File: config.mk
export PLATFORM = sky130hd
export DESIGN_NAME = if_id_stage
export DESIGN_NICKNAME = d
export VERILOG_FILES = /design/src/rtl/if_id_stage.sv
export SDC_FILE = /design/constraint.sdc
export NUM_CORES = 1
export LEC_CHECK = 0
export ABC_AREA = 1
export CORE_MARGIN = 5
export CORE_UTILIZATION = 49
export CTS_CLUSTER_DIAMETER = 30
export DETAILED_ROUTE_END_ITERATION = 10
export PLACE_DENSITY = 0.77
export SLEW_MARGIN = 20
export SYNTH_ARGS = -nofsm -noshare
export SYNTH_HDL_FRONTEND = slang
export SYNTH_SLANG_ARGS = --single-unit
File: constraint.sdc
create_clock -name clk_i -period 1.8 [get_ports clk_i]
set_input_delay 0.27 -clock clk_i [delete_from_list [all_inputs] [get_ports clk_i]]
set_output_delay 0.27 -clock clk_i [all_outputs]
set_load 0.01 [all_outputs]
File: src/rtl/if_id_stage.sv
// Instruction fetch front end and IF/ID pipeline register for the 5-stage MIPS core.
// Optional IF_PERF_CNT_EN macro adds saturating stall/flush cycle counters.
module if_id_stage #(
   parameter logic [31:0] RESET_PC = 32'h0000_0000,
   parameter logic [31:0] NOP_INST = 32'h0000_0000
) (
   input  logic        clk_i,
   input  logic        rst_i,
   input  logic        stall_i,
   input  logic        flush_i,
   input  logic [31:0] redirect_pc_i,
   output logic        imem_req_o,
   output logic [31:0] imem_addr_o,
   input  logic        imem_ack_i,
   input  logic [31:0] imem_data_i,
   output logic [31:0] ifid_inst_o,
   output logic [31:0] ifid_pc4_o,
   output logic        ifid_valid_o,
   output logic        fetch_busy_o
`ifdef IF_PERF_CNT_EN
   ,
   output logic [31:0] stall_cnt_o,
   output logic [31:0] flush_cnt_o
`endif
);

   typedef enum logic [1:0] {
      FETCH = 2'd0,
      DRAIN = 2'd1,
      HOLD  = 2'd2
   } fetch_state_t;

   fetch_state_t state_q, state_d;
   logic [31:0]  pc_q, pc_d;
   logic [31:0]  drain_addr_q, drain_addr_d;
   logic [31:0]  skid_inst_q, skid_inst_d;
   logic [31:0]  skid_pc4_q, skid_pc4_d;
   logic [31:0]  ifid_inst_q, ifid_inst_d;
   logic [31:0]  ifid_pc4_q, ifid_pc4_d;
   logic         ifid_valid_q, ifid_valid_d;
   logic         in_reset_q;
   logic         ack;
   logic [31:0]  pc_plus4;
   logic [31:0]  redirect_aligned;

   // in_reset_q keeps the request low for the cycle following a reset edge
   // without creating a path from rst_i to the memory interface.
   assign imem_req_o   = !in_reset_q && (state_q != HOLD);
   assign imem_addr_o  = (state_q == DRAIN) ? drain_addr_q : pc_q;
   assign fetch_busy_o = (state_q == DRAIN) || (state_q == HOLD);
   assign ifid_inst_o  = ifid_inst_q;
   assign ifid_pc4_o   = ifid_pc4_q;
   assign ifid_valid_o = ifid_valid_q;

   assign ack              = imem_ack_i && imem_req_o;
   assign pc_plus4         = pc_q + 32'd4;
   assign redirect_aligned = {redirect_pc_i[31:2], 2'b00};

   always_comb begin
      state_d      = state_q;
      pc_d         = pc_q;
      drain_addr_d = drain_addr_q;
      skid_inst_d  = skid_inst_q;
      skid_pc4_d   = skid_pc4_q;
      ifid_inst_d  = ifid_inst_q;
      ifid_pc4_d   = ifid_pc4_q;
      ifid_valid_d = ifid_valid_q;

      case (state_q)
         FETCH: begin
            if (flush_i) begin
               ifid_inst_d  = NOP_INST;
               ifid_pc4_d   = 32'd0;
               ifid_valid_d = 1'b0;
               pc_d         = redirect_aligned;
               // An unanswered request must complete before the new pc goes out.
               if (imem_req_o && !ack) begin
                  drain_addr_d = pc_q;
                  state_d      = DRAIN;
               end
            end else if (ack) begin
               if (stall_i) begin
                  skid_inst_d = imem_data_i;
                  skid_pc4_d  = pc_plus4;
                  state_d     = HOLD;
               end else begin
                  ifid_inst_d  = imem_data_i;
                  ifid_pc4_d   = pc_plus4;
                  ifid_valid_d = 1'b1;
                  pc_d         = pc_plus4;
               end
            end else if (!stall_i) begin
               ifid_inst_d  = NOP_INST;
               ifid_pc4_d   = 32'd0;
               ifid_valid_d = 1'b0;
            end
         end

         DRAIN: begin
            if (ack) begin
               state_d = FETCH;
            end
            if (flush_i) begin
               ifid_inst_d  = NOP_INST;
               ifid_pc4_d   = 32'd0;
               ifid_valid_d = 1'b0;
               pc_d         = redirect_aligned;
            end else if (!stall_i) begin
               ifid_inst_d  = NOP_INST;
               ifid_pc4_d   = 32'd0;
               ifid_valid_d = 1'b0;
            end
         end

         HOLD: begin
            if (flush_i) begin
               ifid_inst_d  = NOP_INST;
               ifid_pc4_d   = 32'd0;
               ifid_valid_d = 1'b0;
               pc_d         = redirect_aligned;
               state_d      = FETCH;
            end else if (!stall_i) begin
               ifid_inst_d  = skid_inst_q;
               ifid_pc4_d   = skid_pc4_q;
               ifid_valid_d = 1'b1;
               pc_d         = pc_plus4;
               state_d      = FETCH;
            end
         end

         default: begin
            state_d = FETCH;
         end
      endcase
   end

   always_ff @(posedge clk_i) begin
      if (rst_i) begin
         state_q      <= FETCH;
         pc_q         <= RESET_PC;
         drain_addr_q <= RESET_PC;
         skid_inst_q  <= NOP_INST;
         skid_pc4_q   <= 32'd0;
         ifid_inst_q  <= NOP_INST;
         ifid_pc4_q   <= 32'd0;
         ifid_valid_q <= 1'b0;
         in_reset_q   <= 1'b1;
      end else begin
         state_q      <= state_d;
         pc_q         <= pc_d;
         drain_addr_q <= drain_addr_d;
         skid_inst_q  <= skid_inst_d;
         skid_pc4_q   <= skid_pc4_d;
         ifid_inst_q  <= ifid_inst_d;
         ifid_pc4_q   <= ifid_pc4_d;
         ifid_valid_q <= ifid_valid_d;
         in_reset_q   <= 1'b0;
      end
   end

`ifdef IF_PERF_CNT_EN
   logic [31:0] stall_cnt_q;
   logic [31:0] flush_cnt_q;

   // Saturating event counters; they stick at all-ones rather than wrap.
   always_ff @(posedge clk_i) begin
      if (rst_i) begin
         stall_cnt_q <= 32'd0;
         flush_cnt_q <= 32'd0;
      end else begin
         if (stall_i && (stall_cnt_q != 32'hFFFF_FFFF)) begin
            stall_cnt_q <= stall_cnt_q + 32'd1;
         end
         if (flush_i && (flush_cnt_q != 32'hFFFF_FFFF)) begin
            flush_cnt_q <= flush_cnt_q + 32'd1;
         end
      end
   end

   assign stall_cnt_o = stall_cnt_q;
   assign flush_cnt_o = flush_cnt_q;
`endif

endmodule

After elaboration in Yosys (flattened, before gate mapping). Index checks and enable logic that the tools add are counted.

Register bits: 196. Logic and storage cells: 73.

Bitwise gates (word level): 1. Add/subtract/negate cells: 1. Muxes and demuxes: 39. Reductions and logical operators: 13. Equal/unequal tests: 10.

Operators by type and width (count): $mux 32 (20); $pmux 32 s3 (3); $add 32x3->32 const B (1); $mux 2 (7); $ne 3x3->1 const B (4); $reduce_and 3->1 (3); $mux 1 (7); $ne 2x2->1 const B (3); $pmux 2 s3 (1); $reduce_and 5->1 (1); $ne 4x4->1 const B (1); $reduce_and 4->1 (1); $logic_and 1x1->1 (3); $pmux 1 s3 (1); $reduce_bool 3->1 (1); $eq 2x1->1 const B (1); $eq 2x2->1 const B (1); $logic_not 1->1 (2); $logic_not 2->1 (1); $logic_or 1x1->1 (1); $not 1->1 (1).

Longest topological paths before layout.
Depth after elaboration: 8. Depth in mapped cells: 12. Gate-level depth less buffers: 11.

Worst setup path before layout. No wires, ideal clock.

Path kind: register -> register. Start point: register state_q[0]. End point: register ifid_pc4_q[23] (netlist: ifid_pc4_o[23]). Data required time: 1.681 ns. Arrival time: 1.856 ns. Path slack: -0.176 ns. Clock period less this slack: 1.976 ns. Cell stages (with the launch flop): 11. Buffers on the path: 3. Path through: dfxtp_1 > inv_1 > ha_1 > buf_2 > inv_2 > nand2_1 > clkbuf_1 > buf_1 > a21oi_1 > nand2_1 > a21oi_1.

Longest elaborated chain between the ends: 6. Elaborated cells between the ends (all ways): 13. Those cells by class: 5 x eq/ne; 3 x mux; 5 x reduce/logical.

Ends and longest elaborated chain: start: declaration (RTL line 33) `fetch_state_t state_q, state_d;`; start signal: assignment (RTL line 149) `state_q <= state_d;`; $ne 2x2->1 (RTL line 48) `assign imem_req_o = !in_reset_q && (state_q != HOLD);`; $logic_and 1x1->1 (RTL line 48); $logic_and 1x1->1 (RTL line 55) `assign ack = imem_ack_i && imem_req_o;`; $mux 32 (RTL line 81) `end else if (ack) begin`; $mux 32 (RTL line 71) `if (flush_i) begin`; $pmux 32 s3 (RTL line 69) `case (state_q)`; end signal: assignment (RTL line 155) `ifid_pc4_q <= ifid_pc4_d;`; end: declaration (RTL line 39) `logic [31:0] ifid_pc4_q, ifid_pc4_d;`.

Parallel ways exist; a longest one is shown, timed or not. A chain may end at the register's enable or synchronous reset.

Final worst setup path.
Start point: register state_q[1]. End point: register ifid_pc4_q[2] (netlist: ifid_pc4_o[2]).

The elaborated chain is that of the path after synthesis.

==> key figures <==
Worst setup path
  – Setup crit start: state_q[1]$_SDFFE_PP0P_
  – Crit path top cell by count: nor2_4
  – Critical Path, Cell by Cell: buf_4 -> ha_4 -> nor2_4 -> nand2_2 -> buf_6 -> nor2_4 -> nor2_4 -> buf_6 -> buf_16 -> o21ai_2 -> a21oi_1
  – R2R cell count: 11
  – CP arrival: 2.27 ns
  – Reg2Reg Launch Point: state_q[1]$_SDFFE_PP0P_
  – Critical Path Max Stage Delay: 0.34 ns
  – Critical Path End Type: flip-flop
  – Worst path depth: 11
  – Critical path buffers and inverters: 4
  – Critical Path RT: 2.12 ns
  – CP Class: flip-flop to flip-flop
  – Reg2reg end: ifid_pc4_o[2]$_SDFFE_PP0P_
  – Worst-path maximum fanout: 13
  – CP delay by family, top: buffers and inverters
  – R2R setup slack: -0.15 ns
  – Slowest-stage cell, CP: dfxtp_2
  – Crit path to: ifid_pc4_o[2]$_SDFFE_PP0P_
  – Startpoint types: flip-flop

Global routing
  – First-pass GRT wire length: 56.0 mm
  – Vias in the first global route: 10.9k
  – Largest net degree at the start of global routing: 93
  – GRT overflow: 0
  – GRT Overall Usage: 0.286
  – Number of antenna violations at the first check in global routing: 1

Route
  – # DRC: 0
  – DRT iter0 DRCs: 1,621
  – Vias: 12.2k
  – Final WL: 40.4 mm
  – Vias per std cell: 6.07
  – TritonRoute pass-1 iters: 6
  – DRT antenna net count: 0
  – WL/cell: 20.1 um

Run status
  – Run status: finished with violations
  – Failing checks: setup timing

Yosys
  – Yosys top cell area share: 0.375
  – Synth Warn #: 0
  – Synthesized instance count: 1,541
  – Top_reg_cell synth: dfxtp_1
  – Async set-reset flop share out of synthesis: 0
  – Seq/Total Area, Yosys: 0.375
  – Cell with the most instances after synthesis: nand2_1
  – Most area-consuming cells after synthesis: dfxtp_1 38%, o21ai_0 12%, a21oi_1 12%
  – Synth Register Bits: 190
  – Synth top cells by count: 304 x nand2_1, 250 x o21ai_0, 239 x a21oi_1
  – Synth unique cells: 36
  – EDFF count, synth: 0
  – Area leader, netlist: dfxtp_1
  – Synth Cell Area: 10,100 um2
  – Mean Syn Cell Area: 6.58 um2

Timing
  – Period minus WS final: 1.95 ns
  – Least-Margin Pin Slew: 0.671 ns
  – RSZ-0062 raised after global routing: yes
  – Final critical-path share of the clock period: 1.08
  – Final setup viols: 166
  – Max transition margin: 0.553
  – Final Worst Setup Slack: -0.148 ns
  – Clk_skew: 0.0144 ns
  – Max Clk Rate: 513 MHz
  – Final Max Slew Viols: 0
  – Final hold vios: 0

Power
  – Pleak: 5.33 nW
  – Worst VDD drop: 0.000793 V
  – PwrDens: 887 nW/um2

Clock tree
  – CTS root buf: clkbuf_16
  – CTS max path bufs: 2
  – CTS Buf Count: 17
  – Clock sinks: 190
  – Hold_buf cts: 0
  – TritonCTS clock tree: built
  – Clk slew on worst S/H paths: 0.08 ns
  – # H-tree levels: 4
  – Clock latency at the later pin of the worst-skew pair: 0.45 ns

Die
  – Initial Util: 0.500
  – Die area: 23,700 um2
  – Die Span Y: 154 um
  – I/O pin cnt: 168
  – Chip Width: 154 um
  – CORE AREA: 20,300 um2
  – Num rows: 52

Place
  – Post-DP HPWL: 22.3 mm
  – Number of buffers added on ports: 163
  – DP Area: 12,500 um2
  – Placer Congestion: 0.934

Final layout
  – Final Core Density: 0.709
  – Layout cell share with drive strength beyond 1: 0.208
  – Nets: 1,807
  – Area delta synth->final: 42.0%
  – Ant. Diodes: 0
  – Fillcell total: 1,552
  – Final Instance Area: 14,400 um2

Hold path
  – HP Class: primary input to flip-flop
  – Hold_sp: stall_i

Run
  – Max_cap viols: 0
-- cell families after synthesis --
family	synth area share
AO/OA/AOI/OAI	0.285
AND/OR/NAND/NOR	0.225
buffers and inverters	0.102
flip-flops	0.375
XOR/XNOR	0.00605
adder cells (fa/ha/maj)	0.00617
other	0.000370
-- report_power, final --
part | switching (mW) | leakage (nW) | total (mW) | internal, mW
combinational | 2.24 | 3.49 | 3.93 | 1.69
sequential | 0.344 | 1.55 | 4.87 | 4.52
clock | 1.88 | 0.283 | 3.98 | 2.10
total | 4.46 | 5.33 | 12.8 | 8.31
-- layout by cell type, fill, tap and decap left out, drive strengths merged, types with 32 or more instances in the layout --
cell type,n
a21oi,239
buf,148
clkbuf,32
clkdlybuf4s50,129
dfxtp,190
inv,133
nand2,306
nand3,73
nor2,127
o21ai,254
-- timing repair --
action                     4_1_cts  5_1_grt
hold endpoints to repair         0        0
setup endpoints to repair      104      188
buffers inserted                 6        8
pin swaps                       12       40
gates resized for setup        208      209
cloned                           6       20
-- state kept, by name, indices dropped and copies added, names as in the netlist --
signal,flops
ifid_inst_o,32
ifid_pc4_o,32
skid_inst_q,32
drain_addr_q,30
pc_q,30
skid_pc4_q,30
state_q,2
ifid_valid_o,1
in_reset_q,1
-- layout make-up --
type / count / area [um2] / share of cell area
Clock buffer: 18 / 429 / 0.0298
Clock inverter: 14 / 166 / 0.0116
Inverter: 126 / 493 / 0.0342
Multi-Input combinational cell: 1107 / 5900 / 0.410
Sequential cell: 190 / 3810 / 0.265
Tap cell: 270 / 338 / 0.0235
Timing Repair Buffer: 291 / 3250 / 0.226
-- worst register-to-register path, delay by kind of cell (launching register included) --
| kind | cells | cell delay (ns) |
|---|---|---|
| fa+ha+maj | 1 | 0.17 |
| flops | 1 | 0.34 |
| compound gates | 2 | 0.20 |
| buf+inv | 4 | 0.61 |
| simple gates | 4 | 0.51 |
-- through the flow --
step	power, mW	setup TNS (ns)	hold WS (ns)	cells	setup WS, ns
floorplan	6.42	0	0.298	1542	0.0152
global placement	7.81	-19.61	0.431	1945	-0.180
detailed placement	7.86	-21.90	0.433	1945	-0.215
CTS	11.9	-2.15	0.280	1988	-0.108
global route	13.2	-24.60	0.295	2016	-0.262
finish	12.8	-11.05	0.286	2016	-0.148
-- worst min path at each step --
| stage | endpoint | slack, ns | cells past startpoint |
|---|---|---|---|
| after CTS | ifid_valid_o$_SDFFE_PP0N_ | 0.28 | 4 |
| final | ifid_valid_o$_SDFFE_PP0N_ | 0.29 | 4 |
| after floorplan | in_reset_q$_DFF_P_ | 0.30 | 0 |
| after global placement | drain_addr_q[12]$_SDFFE_PP0P_ | 0.43 | 2 |
| after detailed placement | ifid_pc4_o[0]$_SDFFE_PP0P_ | 0.43 | 2 |
| after global routing | ifid_valid_o$_SDFFE_PP0N_ | 0.29 | 4 |
-- per-layer routing --
metal	global-route usage	share of wire	up-vias	wire, um
li1	-	-	5569	-
met1	0.364	0.37	5543	14900
met2	0.478	0.46	908	18600
met3	0.0520	0.11	213	4380
met4	0.119	0.062	2	2510
met5	0	0.00032	-	13
Power figures use the tool's default switching activity.
